--- config.mk ---
export PLATFORM = sky130hd
export DESIGN_NAME = function_sweep_ctrl
export DESIGN_NICKNAME = d
export VERILOG_FILES = /design/src/rtl/function_sweep_ctrl.sv
export SDC_FILE = /design/constraint.sdc
export NUM_CORES = 1
export LEC_CHECK = 0
export BUFFER_PORTS_ARGS = -buffer_cell sky130_fd_sc_hd__buf_2
export CORE_ASPECT_RATIO = 0.6
export CORE_UTILIZATION = 40
export CTS_BUF_LIST = sky130_fd_sc_hd__clkbuf_8
export DETAILED_ROUTE_END_ITERATION = 6
export GPL_TIMING_DRIVEN = 0
export SLEW_MARGIN = 0
export SYNTH_ARGS = -nofsm -noshare
export SYNTH_HDL_FRONTEND = slang
export SYNTH_SLANG_ARGS = --single-unit
--- constraint.sdc ---
create_clock -name clk -period 2.8 [get_ports clk]
set_clock_uncertainty 0.1 [all_clocks]
set_input_delay 0.14 -clock clk [delete_from_list [all_inputs] [get_ports clk]]
set_output_delay 0.14 -clock clk [all_outputs]
set_load 0.02 [all_outputs]
--- src/rtl/function_sweep_ctrl.sv ---
// Sequences the 3-bit vector space through three implementations of Y = ~A&C | B&C,
// compares each against a golden truth table and accumulates per-vector mismatch results.
module function_sweep_ctrl #(
   parameter int unsigned SETTLE_CYCLES = 2,
   parameter logic [7:0]  EXPECTED      = 8'h8A
) (
   input  logic       clk,
   input  logic       rst_n,
   input  logic       start,
   input  logic       abort,
   input  logic       y_sop,
   input  logic       y_pos,
   input  logic       y_kmap,
   output logic [2:0] abc,
   output logic       busy,
   output logic       done,
   output logic       pass,
   output logic [7:0] mism_sop,
   output logic [7:0] mism_pos,
   output logic [7:0] mism_kmap,
   output logic [4:0] err_count
);

   typedef enum logic [1:0] {IDLE, SETTLE, SAMPLE, DONE} state_t;

   localparam logic [3:0] LAST_WAIT = 4'(SETTLE_CYCLES - 1);

   state_t     state;
   logic [3:0] waitCnt;
   logic       expBit;
   logic       missSop;
   logic       missPos;
   logic       missKmap;
   logic [4:0] missSum;

   always_comb begin
      expBit   = EXPECTED[abc];
      missSop  = y_sop ^ expBit;
      missPos  = y_pos ^ expBit;
      missKmap = y_kmap ^ expBit;
      missSum  = {4'b0, missSop} + {4'b0, missPos} + {4'b0, missKmap};
   end

   always_ff @(posedge clk or negedge rst_n) begin
      if (!rst_n) begin
         state     <= IDLE;
         waitCnt   <= '0;
         abc       <= '0;
         busy      <= 1'b0;
         done      <= 1'b0;
         pass      <= 1'b0;
         mism_sop  <= '0;
         mism_pos  <= '0;
         mism_kmap <= '0;
         err_count <= '0;
      end else begin
         done <= 1'b0;
         // Abort outranks every state action; partial results stay visible.
         if (abort && (state != IDLE)) begin
            state   <= IDLE;
            busy    <= 1'b0;
            abc     <= '0;
            pass    <= 1'b0;
            waitCnt <= '0;
         end else begin
            case (state)
               IDLE: begin
                  if (start && !abort) begin
                     state     <= SETTLE;
                     busy      <= 1'b1;
                     abc       <= '0;
                     waitCnt   <= '0;
                     pass      <= 1'b0;
                     mism_sop  <= '0;
                     mism_pos  <= '0;
                     mism_kmap <= '0;
                     err_count <= '0;
                  end
               end
               SETTLE: begin
                  waitCnt <= waitCnt + 4'd1;
                  if (waitCnt == LAST_WAIT) state <= SAMPLE;
               end
               SAMPLE: begin
                  if (missSop)  mism_sop[abc]  <= 1'b1;
                  if (missPos)  mism_pos[abc]  <= 1'b1;
                  if (missKmap) mism_kmap[abc] <= 1'b1;
                  err_count <= err_count + missSum;
                  if (abc != 3'd7) begin
                     abc     <= abc + 3'd1;
                     waitCnt <= '0;
                     state   <= SETTLE;
                  end else begin
                     state <= DONE;
                  end
               end
               DONE: begin
                  done  <= 1'b1;
                  pass  <= (err_count == 5'd0);
                  busy  <= 1'b0;
                  state <= IDLE;
               end
               default: begin
                  state <= IDLE;
                  busy  <= 1'b0;
               end
            endcase
         end
      end
   end

endmodule

==> results.sh, run 1 <==
export IMPL_critPathMaxFanout=3
export IMPL_synth_top_area_share_pct=52.94
export IMPL_dieArea_um2=5137
export IMPL_wl_um=4382
export IMPL_rrSetupSlack_ns=0.11
export IMPL_grt_max_degree=42
export IMPL_io_buffers=41
export IMPL_switching_power_w=0.0004822
export IMPL_synth_nets=196
export IMPL_path_clk_slew_ns=0.08
export IMPL_areaGrowthSynthToFinish_pct=25.63
export IMPL_whs_endpoint="mism_pos[3]$_DFFE_PN0P_"
export IMPL_dp_cells=285
export IMPL_grt_use_met3_pct=4.645
export IMPL_hold_viol=0
export IMPL_yosys_warnings=0
export IMPL_fin_crit_sh_pct=96.19
export IMPL_pwr_share_seq_pct=43.4
export IMPL_max_freq_mhz=371.3
export IMPL_fillers=439
export IMPL_cts_tree="built"
export IMPL_root_buffer="clkbuf_8"
export IMPL_period_minus_slack_ns=2.693
export IMPL_io_pins=42
export IMPL_viasPerCell=5.194
export IMPL_power_share_switching_pct=30.83
export IMPL_critPathKind="reg -> reg"
export IMPL_grt_util_met1_pct=29.33
export IMPL_drc=0
export IMPL_grt_pass1_wl_um=7182
export IMPL_tightest_slew_ns=0.9073
export IMPL_ys_seq_elements=41
export IMPL_vdd_drop_max_mv=0.2833
export IMPL_synth_cells=181
export IMPL_r2r_cells=9
export IMPL_core_area_um2=4612
export IMPL_dp_final_hpwl_um=3140
export IMPL_relSlewSlack_pct=39.51
export IMPL_crit_required_ns=2.89
export IMPL_start_util_pct=42.02
export IMPL_use_met2_pct=24.41
export IMPL_routedWlPerCell_um=14.66
export IMPL_power_density_nw_per_um2=642.4
export IMPL_numCtsBuffers=5
export IMPL_hp_class="in -> reg"
export IMPL_fp_row_count=19
export IMPL_total_leakage_power_nw=1.213
export IMPL_grt_pass1_vias=1430
export IMPL_min_path_cells=2
export IMPL_hp_start="y_pos"
export IMPL_firstDrtPassIters=4
export IMPL_cap_violations=0
export IMPL_clkLatencyLatePin_ns=0.29
export IMPL_syn_area_um2=1938
export IMPL_status="finished, final reports clean"
export IMPL_report_final_setup_viol=0
export IMPL_num_vias=1553
export IMPL_pwr_share_comb_pct=24.5
export IMPL_synth_seq_area_share_pct=52.94
export IMPL_grt_busiest_layer="met1"
export IMPL_antenna_cells=0
export IMPL_postSynthAreaPerCell_um2=10.71
export IMPL_maxSlewViolCount=0
export IMPL_internal_power_w=0.001082
export IMPL_pwr_share_clk_pct=32.0
export IMPL_rr_endpoint="err_count[2]$_DFFE_PN0P_"
export IMPL_final_util_pct=52.79
export IMPL_clockBufferDepth=2
export IMPL_drive_above_1_share_pct=30.51
export IMPL_antenna_found_initial=0
export IMPL_nNetsFinal=250
export IMPL_cts_sinks=41
export IMPL_antenna_left=0
export IMPL_regToRegStartpoint="abc[0]$_DFFE_PN0P_"
export IMPL_die_y_um=55.92
export IMPL_gp_congestion=0.7269
export IMPL_fp_dieW_um=91.87
export IMPL_globalRouteTotalUtil_pct=18.39
export IMPL_rsz0062_at_grt="no"
export IMPL_p_total_w=0.001564
export IMPL_cp_start_kind="register"
export IMPL_grt_overflow=0
export IMPL_synth_top_area_cell="dfrtp_1"
export IMPL_drtIter0Drc=91
export IMPL_netlist_top_cells_area="dfrtp_1, a22o_1, nand2_1, o21ai_0, ha_1"
export IMPL_synth_cell_types=36
export IMPL_end_kind="register"
export IMPL_htreeDepth=2
export IMPL_arrival_ns=2.78
export IMPL_fin_cells=299
cell families (layout without fill, tap and decap cells):
logic type                 after synthesis  count (layout)  synth area share [%]
DFF                                     41              41                 52.94
xor gates and xnor gates                 3               3                 1.356
buffers and inverters                   12              67                 3.357
muxes                                    5               5                 2.840
adders and majority gates                8               8                 5.939
and+or+nand+nor                         63              63                 16.53
AOI/OAI and AO/OA                       49              49                 17.04
power groups by stage:
stage          combinational, W  sequential, W  clock (W)
6_report               0.000384       0.000679   0.000501
5_1_grt                0.000421       0.000685   0.000541
4_1_cts                0.000372       0.000680   0.000505
3_5_place_dp           0.000358       0.000691          0
3_3_place_gp           0.000355       0.000691          0
2_1_floorplan          0.000211       0.000724          0
worst max-delay path by stage:
stage	from	end	slack (ns)	cells after the start
detailed placement	abc[1]$_DFFE_PN0P_	err_count[2]$_DFFE_PN0P_	-0.03	9
global placement	abc[1]$_DFFE_PN0P_	err_count[2]$_DFFE_PN0P_	-0.02	9
global route	abc[0]$_DFFE_PN0P_	err_count[2]$_DFFE_PN0P_	0.004	9
CTS	abc[0]$_DFFE_PN0P_	err_count[2]$_DFFE_PN0P_	0.01	9
floorplan	abc[1]$_DFFE_PN0P_	err_count[2]$_DFFE_PN0P_	0.05	9
finish	abc[0]$_DFFE_PN0P_	err_count[2]$_DFFE_PN0P_	0.11	9
through the flow:
| stage | TNS, ns | hold slack, ns | cell area [µm²] | setup slack (ns) |
|---|---|---|---|---|
| after CTS | 0 | 0.02331 | 2404 | 0.01275 |
| after global routing | 0 | 0.05129 | 2435 | 0.003505 |
| final | 0 | 0.03256 | 2435 | 0.1067 |
| after global placement | -0.01948 | 0.2288 | 2240 | -0.01948 |
| after detailed placement | -0.02647 | 0.2251 | 2240 | -0.02647 |
| after floorplan | 0 | -0.2556 | 1956 | 0.05180 |
cell usage in the layout, fill, tap and decap left out, types with 4 or more instances in the layout:
| cell type | n |
|---|---|
| a21oi_1 | 7 |
| ha_1 | 5 |
| nor2_1 | 9 |
| nor3_1 | 4 |
| dfrtp_1 | 39 |
| nand2_1 | 27 |
| nand2b_1 | 6 |
| clkbuf_8 | 6 |
| o21ai_0 | 17 |
| buf_4 | 8 |
| a22o_1 | 17 |
| inv_1 | 5 |
| buf_2 | 44 |
| nand3_1 | 4 |
metal layers:
metal	wire, µm	part of all wire, %
met1	2432	55
met2	1701	39
met3	219	5.0
met4	28	0.64
met5	0	0
sequential cells by signal (all words and copies together), names as in the netlist:
name	count
waitCnt	4
pass	1
err_count	5
state	2
mism_sop	8
done	1
mism_pos	8
busy	1
abc	3
mism_kmap	8
synthesized netlist by cell type (all sizes together):
| cell | count |
|---|---|
| or3b | 1 |
| o21ba | 1 |
| inv | 5 |
| xnor2 | 3 |
| o21ai | 18 |
| nand2 | 27 |
| fa | 2 |
| nor2b | 3 |
| nand3 | 4 |
| o211ai | 1 |
| o21a | 1 |
| a21oi | 7 |
| o31ai | 1 |
| mux2 | 1 |
| buf | 7 |
| and2b | 1 |
| nor4 | 1 |
| o41ai | 1 |
| nor3 | 4 |
| o22ai | 1 |
| nand2b | 7 |
| nor2 | 10 |
| ha | 6 |
| a22o | 17 |
| mux2i | 4 |
| o311ai | 1 |
| or3 | 2 |
| dfrtp | 41 |
| nor3b | 3 |
what timing repair did:
action                                  CTS  global route
buffers inserted                          2             3
pin swaps                                 0             2
endpoints found under the hold margin    41             0
endpoints found under the setup margin    1             2
resized for setup                         2             5
hold buffers                              1             0
cell type report:
cell class	count	area, µm²	area share [%]
Buffer	7	48.80	2.004
Timing Repair Buffer	47	252.7	10.38
Sequential cell	41	1028	42.24
Clock inverter	2	37.54	1.542
Clock buffer	6	82.58	3.392
Tap cell	63	78.83	3.237
Multi-Input combinational cell	128	887.1	36.43
Inverter	5	18.77	0.7708
worst max-delay path: stages, from the launching register on:
cell     delay [ns]
dfrtp_1        0.41
ha_2           0.22
mux2i_4        0.28
xnor2_2        0.19
fa_1           0.46
ha_1           0.24
fa_2           0.36
nand3_1        0.08
o21ai_0        0.07
a22o_1         0.18
No activity file was read; power rests on OpenSTA's default activity.
==> run 2: changes to the inputs <==
- ABC_AREA: unset -> 1
- PLACE_DENSITY_LB_ADDON: unset -> 0.12
==> run 2 against run 1 <==
Combinational power increased by 110%. Clock power is 22% lower. First-iteration DRC count rose by 5.5%. Synthesized area up 20%. Routed wire length grew 30%. Setup slack gained 0.011 ns. Critical endpoint unchanged.
==> results.sh, run 2 <==
export IMPL_yosys_warnings=0
export IMPL_wl_um=5678
export IMPL_stdcell_area_um2=2779
export IMPL_globalRouteTotalUtil_pct=19.31
export IMPL_drc=0
export IMPL_firstDrtPassIters=4
export IMPL_layout_commonest_cell="nand2_1"
export IMPL_report_final_setup_viol=0
export IMPL_synth_cells=304
export IMPL_dpl_cell_area_um2=2631
export IMPL_numCtsBuffers=5
export IMPL_p_total_w=0.001969
export IMPL_start_util_pct=41.56
export IMPL_relSlewSlack_pct=36.92
export IMPL_antenna_cells=0
export IMPL_grt_overflow=0
export IMPL_clockBufferDepth=2
export IMPL_synth_seq_area_share_pct=44.11
export IMPL_critPathKind="reg -> reg"
export IMPL_multi_input_area_um2=1081
export IMPL_postSynthAreaPerCell_um2=7.651
export IMPL_antenna_found_initial=0
export IMPL_io_buffers=41
export IMPL_max_freq_mhz=372.7
export IMPL_synth_top_area_cell="dfrtp_1"
export IMPL_dp_final_hpwl_um=4115
export IMPL_synth_cell_types=21
export IMPL_fp_dieW_um=100.4
export IMPL_areaGrowthSynthToFinish_pct=19.47
export IMPL_hp_class="in -> reg"
export IMPL_fp_row_count=21
export IMPL_drive_above_1_share_pct=21.63
export IMPL_final_util_pct=49.65
export IMPL_antenna_left=0
export IMPL_clkLatencyLatePin_ns=0.29
export IMPL_nNetsFinal=371
export IMPL_cap_violations=0
export IMPL_syn_area_um2=2326
export IMPL_grt_max_degree=42
export IMPL_regArea_um2=1027
export IMPL_root_buffer="clkbuf_8"
export IMPL_die_y_um=61.07
export IMPL_synth_edf_count=0
export IMPL_status="finished, final reports clean"
export IMPL_largestRegisters="mism_kmap x8, mism_pos x8, mism_sop x8"
export IMPL_grt_pass1_vias=1782
export IMPL_cts_sinks=41
export IMPL_cp_start_kind="register"
export IMPL_fin_cells=436
export IMPL_grt_pass1_wl_um=8818
export IMPL_layout_common_cells="nand2_1, inv_1, nand3_1"
export IMPL_drtIter0Drc=96
export IMPL_synth_ff_type="dfrtp_1"
export IMPL_routedWlPerCell_um=13.02
export IMPL_cts_tree="built"
export IMPL_dp_cells=425
export IMPL_netlist_top_cells_area="dfrtp_1, nand2_1, nand3_1, inv_1, a21oi_1"
export IMPL_core_area_um2=5597
export IMPL_htreeDepth=2
export IMPL_end_kind="register"
export IMPL_gp_congestion=0.7710
export IMPL_critPathMaxFanout=9
export IMPL_power_density_nw_per_um2=708.4
export IMPL_yosysMostFrequentCell="nand2_1"
export IMPL_synth_top_area_share_pct=44.11
export IMPL_fin_crit_sh_pct=95.81
export IMPL_hold_viol=0
export IMPL_maxSlewViolCount=0
export IMPL_ys_top_cells_by_count="nand2_1, nand3_1, inv_1"
export IMPL_total_leakage_power_nw=1.497
export IMPL_path_clk_slew_ns=0.08
export IMPL_vdd_drop_max_mv=0.2658
export IMPL_ys_seq_elements=41
export IMPL_tightest_slew_ns=0.9462
export IMPL_arrival_ns=2.76
export IMPL_period_minus_slack_ns=2.683
export IMPL_async_flop_share_pct=100.0
export IMPL_dieArea_um2=6134
export IMPL_synth_nets=319
export IMPL_fillers=580
export IMPL_crit_required_ns=2.87
export IMPL_num_vias=2089
export IMPL_io_pins=42
export IMPL_viasPerCell=4.791
-- run 2: final timing paths --
path / startpoint / end / slack (ns) / cells after the start
setup / recovery: abc[2]$_DFFE_PN0P_ / err_count[2]$_DFFE_PN0P_ / 0.12 / 11
hold / removal: start / busy$_DFFE_PN0P_ / 0.1 / 3
setup reg to reg: abc[2]$_DFFE_PN0P_ / err_count[2]$_DFFE_PN0P_ / 0.12 / 11
hold reg to reg: busy$_DFFE_PN0P_ / busy$_DFFE_PN0P_ / 0.38 / 2
max in group asynchronous: rst_n / abc[1]$_DFFE_PN0P_ / 1.52 / 2
min in group asynchronous: rst_n / err_count[1]$_DFFE_PN0P_ / 0.43 / 2
-- run 2: stage by stage --
| step | hold slack (ns) | setup WS, ns | setup TNS [ns] |
|---|---|---|---|
| floorplan | -0.2556 | 0.03743 | 0 |
| detailed placement | 0.2375 | -0.06502 | -0.06502 |
| finish | 0.09586 | 0.1172 | 0 |
| global placement | 0.2404 | -0.03716 | -0.03716 |
| global route | 0.09505 | -0.001383 | -0.001383 |
| CTS | 0.09336 | 0.01594 | 0 |
-- run 2: power breakdown --
part           switching [W]  internal, W
combinational       0.000560     0.000260
clock               0.000198     0.000192
sequential         0.0000925     0.000666
total               0.000850      0.00112
-- run 2: cells by family (layout without fill, tap and decap cells) --
family                   Yosys count  in the layout  synth area share (%)
AND/OR/NAND/NOR                  163            163                 32.54
adder cells (fa/ha/maj)            8              8                 4.949
AO/OA/AOI/OAI                     35             35                 7.531
flip-flops                        41             41                 44.11
buffers and inverters             56            108                 10.49
XOR/XNOR                           1              1                0.3766
-- run 2: cell type report --
class	count	area share, %
multi-input cells	207	38.90
flip-flops and latches	41	36.97
repair buffers	45	8.555
inverters	49	6.619
well taps	80	3.602
clock buffers	6	2.972
plain buffers	7	2.251
clock inverters	1	0.1351
-- run 2: layer usage --
metal / GRT usage (%) / vias to the layer above / part of all wire (%)
li1: - / 1080 / -
met1: 30.52 / 960 / 56
met2: 26.42 / 47 / 39
met3: 4.313 / 2 / 5.1
met4: 4.348 / 0 / 0.37
met5: 0 / - / 0
-- run 2: critical path, cell delays in order (launching register included) --
cell     delay, ns
dfrtp_1       0.41
buf_6         0.15
inv_1         0.11
nand2_1       0.12
nand3_1       0.12
nand2_1       0.08
fa_1          0.44
ha_2          0.21
fa_2          0.36
or2_2         0.28
nand4_1       0.09
o21ai_1       0.08
-- run 2: repair_timing --
item                                    in CTS  in global routing
setup buffers                                0                  3
gates resized for setup                      2                  7
hold buffers                                 1                  0
endpoints found under the setup margin       1                  1
endpoints found under the hold margin       41                  0
==> run 3: changes to the inputs <==
- CORE_UTILIZATION: 40 -> 50
- PLACE_DENSITY: unset -> 0.73
- PLACE_DENSITY_LB_ADDON: 0.12 -> unset
==> run 3 against run 2 <==
Routed wire length is 4.9% lower. Count of clock-buffer cells in the layout decreased by 1. Non-clock buffer count did not move. Global-route usage up 4.5 points. Critical path type unchanged.
==> results.sh, run 3 (synthesis gave the netlist of run 2 again) <==
export IMPL_worstSetupPathDepth=11
export IMPL_areaGrowthSynthToFinish_pct=17.48
export IMPL_grt_max_degree=42
export IMPL_tightest_slew_ns=0.9066
export IMPL_globalRouteTotalUtil_pct=23.81
export IMPL_crit_buf_inv=2
export IMPL_period_minus_slack_ns=2.684
export IMPL_critPathKind="reg -> reg"
export IMPL_total_leakage_power_nw=1.498
export IMPL_largestRegisters="mism_kmap x8, mism_pos x8, mism_sop x8"
export IMPL_end_kind="register"
export IMPL_htreeDepth=2
export IMPL_routedWlPerCell_um=12.95
export IMPL_nNetsFinal=371
export IMPL_fp_dieW_um=90.05
export IMPL_crit_slowest_cell="fa_1"
export IMPL_root_buffer="clkbuf_8"
export IMPL_setup_tns_final_ns=0
export IMPL_drive_above_1_share_pct=20.45
export IMPL_setup_ws_ns=0.1162
export IMPL_grt_pass1_vias=1869
export IMPL_hp_class="in -> reg"
export IMPL_maxSlewViolCount=0
export IMPL_crit_path_cell_trace="buf_6, inv_1, nand2_1, nand3_1, nand2_1, fa_1, ha_2, fa_2, or2_2, nand4_1, o21ai_1"
export IMPL_cp_start_kind="register"
export IMPL_antenna_found_initial=0
export IMPL_hold_viol=0
export IMPL_antenna_cells=0
export IMPL_status="finished, final reports clean"
export IMPL_path_delay_family="adder cells"
export IMPL_vdd_drop_max_mv=0.3697
export IMPL_relSlewSlack_pct=39.56
export IMPL_grt_pass1_wl_um=8859
export IMPL_dp_final_hpwl_um=4026
export IMPL_fp_row_count=18
export IMPL_critPathMostFrequentCell="nand2_1"
export IMPL_arrival_ns=2.76
export IMPL_fin_cells=417
export IMPL_path_clk_slew_ns=0.07
export IMPL_start_util_pct=54.36
export IMPL_power_density_nw_per_um2=711.2
export IMPL_dpl_cell_area_um2=2606
export IMPL_drc=0
export IMPL_report_final_setup_viol=0
export IMPL_drtIter0Drc=183
export IMPL_viasPerCell=5.221
export IMPL_grt_overflow=0
export IMPL_clockBufferDepth=2
export IMPL_io_buffers=41
export IMPL_core_area_um2=4279
export IMPL_critPathMaxFanout=9
export IMPL_io_pins=42
export IMPL_wl_um=5402
export IMPL_min_path_cells=3
export IMPL_dieArea_um2=4937
export IMPL_cts_tree="built"
export IMPL_crit_required_ns=2.88
export IMPL_layout_common_cells="nand2_1, inv_1, nand3_1"
export IMPL_max_freq_mhz=372.6
export IMPL_num_vias=2177
export IMPL_firstDrtPassIters=4
export IMPL_dp_cells=405
export IMPL_stdcell_area_um2=2733
export IMPL_numCtsBuffers=5
export IMPL_final_util_pct=63.86
export IMPL_cpPeakStageDelay_ns=0.47
export IMPL_antenna_left=0
export IMPL_cap_violations=0
export IMPL_clkLatencyLatePin_ns=0.29
export IMPL_fin_crit_sh_pct=95.85
export IMPL_pre_cts_ws_ns=-0.07263
export IMPL_gp_congestion=0.8757
export IMPL_cts_sinks=41
export IMPL_r2r_cells=11
export IMPL_die_y_um=54.83
export IMPL_layout_commonest_cell="nand2_1"
run 3: cell types whose count changed in the layout (fill, tap and decap cells not counted):
cell,delta
nand3_2,-2
buf_2,+1
clkbuf_8,-1
nand3_1,+2
nand2_1,+1
nand2_2,-1
clkbuf_4,-1
inv_1,+2
run 3: cell type report:
| cell class | instances | area [µm²] |
|---|---|---|
| clock inverter | 3 | 11.26 |
| multi-input combinational | 207 | 1069 |
| inverter | 49 | 183.9 |
| fill | 400 | 1546 |
| sequential | 41 | 1027 |
| tap | 60 | 75.07 |
| buffer | 7 | 60.06 |
| clock buffer | 5 | 68.82 |
| timing repair buffer | 45 | 237.7 |
run 3: worst paths after layout:
path                                       endpoint  slack (ns)               start
max in group asynchronous        abc[1]$_DFFE_PN0P_        1.56               rst_n
hold / removal                     busy$_DFFE_PN0P_         0.1               start
setup / recovery           err_count[2]$_DFFE_PN0P_        0.12  abc[2]$_DFFE_PN0P_
setup reg to reg           err_count[2]$_DFFE_PN0P_        0.12  abc[2]$_DFFE_PN0P_
min in group asynchronous  err_count[3]$_DFFE_PN0P_        0.40               rst_n
hold reg to reg                    busy$_DFFE_PN0P_        0.37    busy$_DFFE_PN0P_
run 3: where the power goes:
part           internal (W)  leakage, nW  switching [W]  total [W]
Sequential         0.000666        0.566      0.0000905   0.000757
Clock              0.000166       0.0519       0.000197   0.000363
Combinational      0.000263        0.880       0.000560   0.000823
Total               0.00110         1.50       0.000848    0.00194
run 3: worst min-delay path, stage by stage:
cell and delay, ns:
buf_2 0.11, nand3_2 0.14, nand2_1 0.07
run 3: metrics by stage:
stage	hold slack (ns)	power, W
2_1_floorplan	-0.2556	0.001331
5_1_grt	0.1276	0.002078
4_1_cts	0.09665	0.001926
3_3_place_gp	0.2263	0.001536
3_5_place_dp	0.2313	0.001559
6_report	0.09644	0.001943
run 3: per-layer routing:
metal | routed length (µm) | global-route usage (%)
met1 | 2839 | 35.83
met2 | 2192 | 35.24
met3 | 329 | 4.167
met4 | 40 | 6.720
met5 | 0 | 0
run 3: repair_timing:
item                       4_1_cts  5_1_grt
setup endpoints to repair        1        2
hold endpoints to repair        41        0
pin swaps                        0        1
cloned                           0        0
hold buffers                     1        0
buffers inserted                 0        3
gates resized for setup          2        3
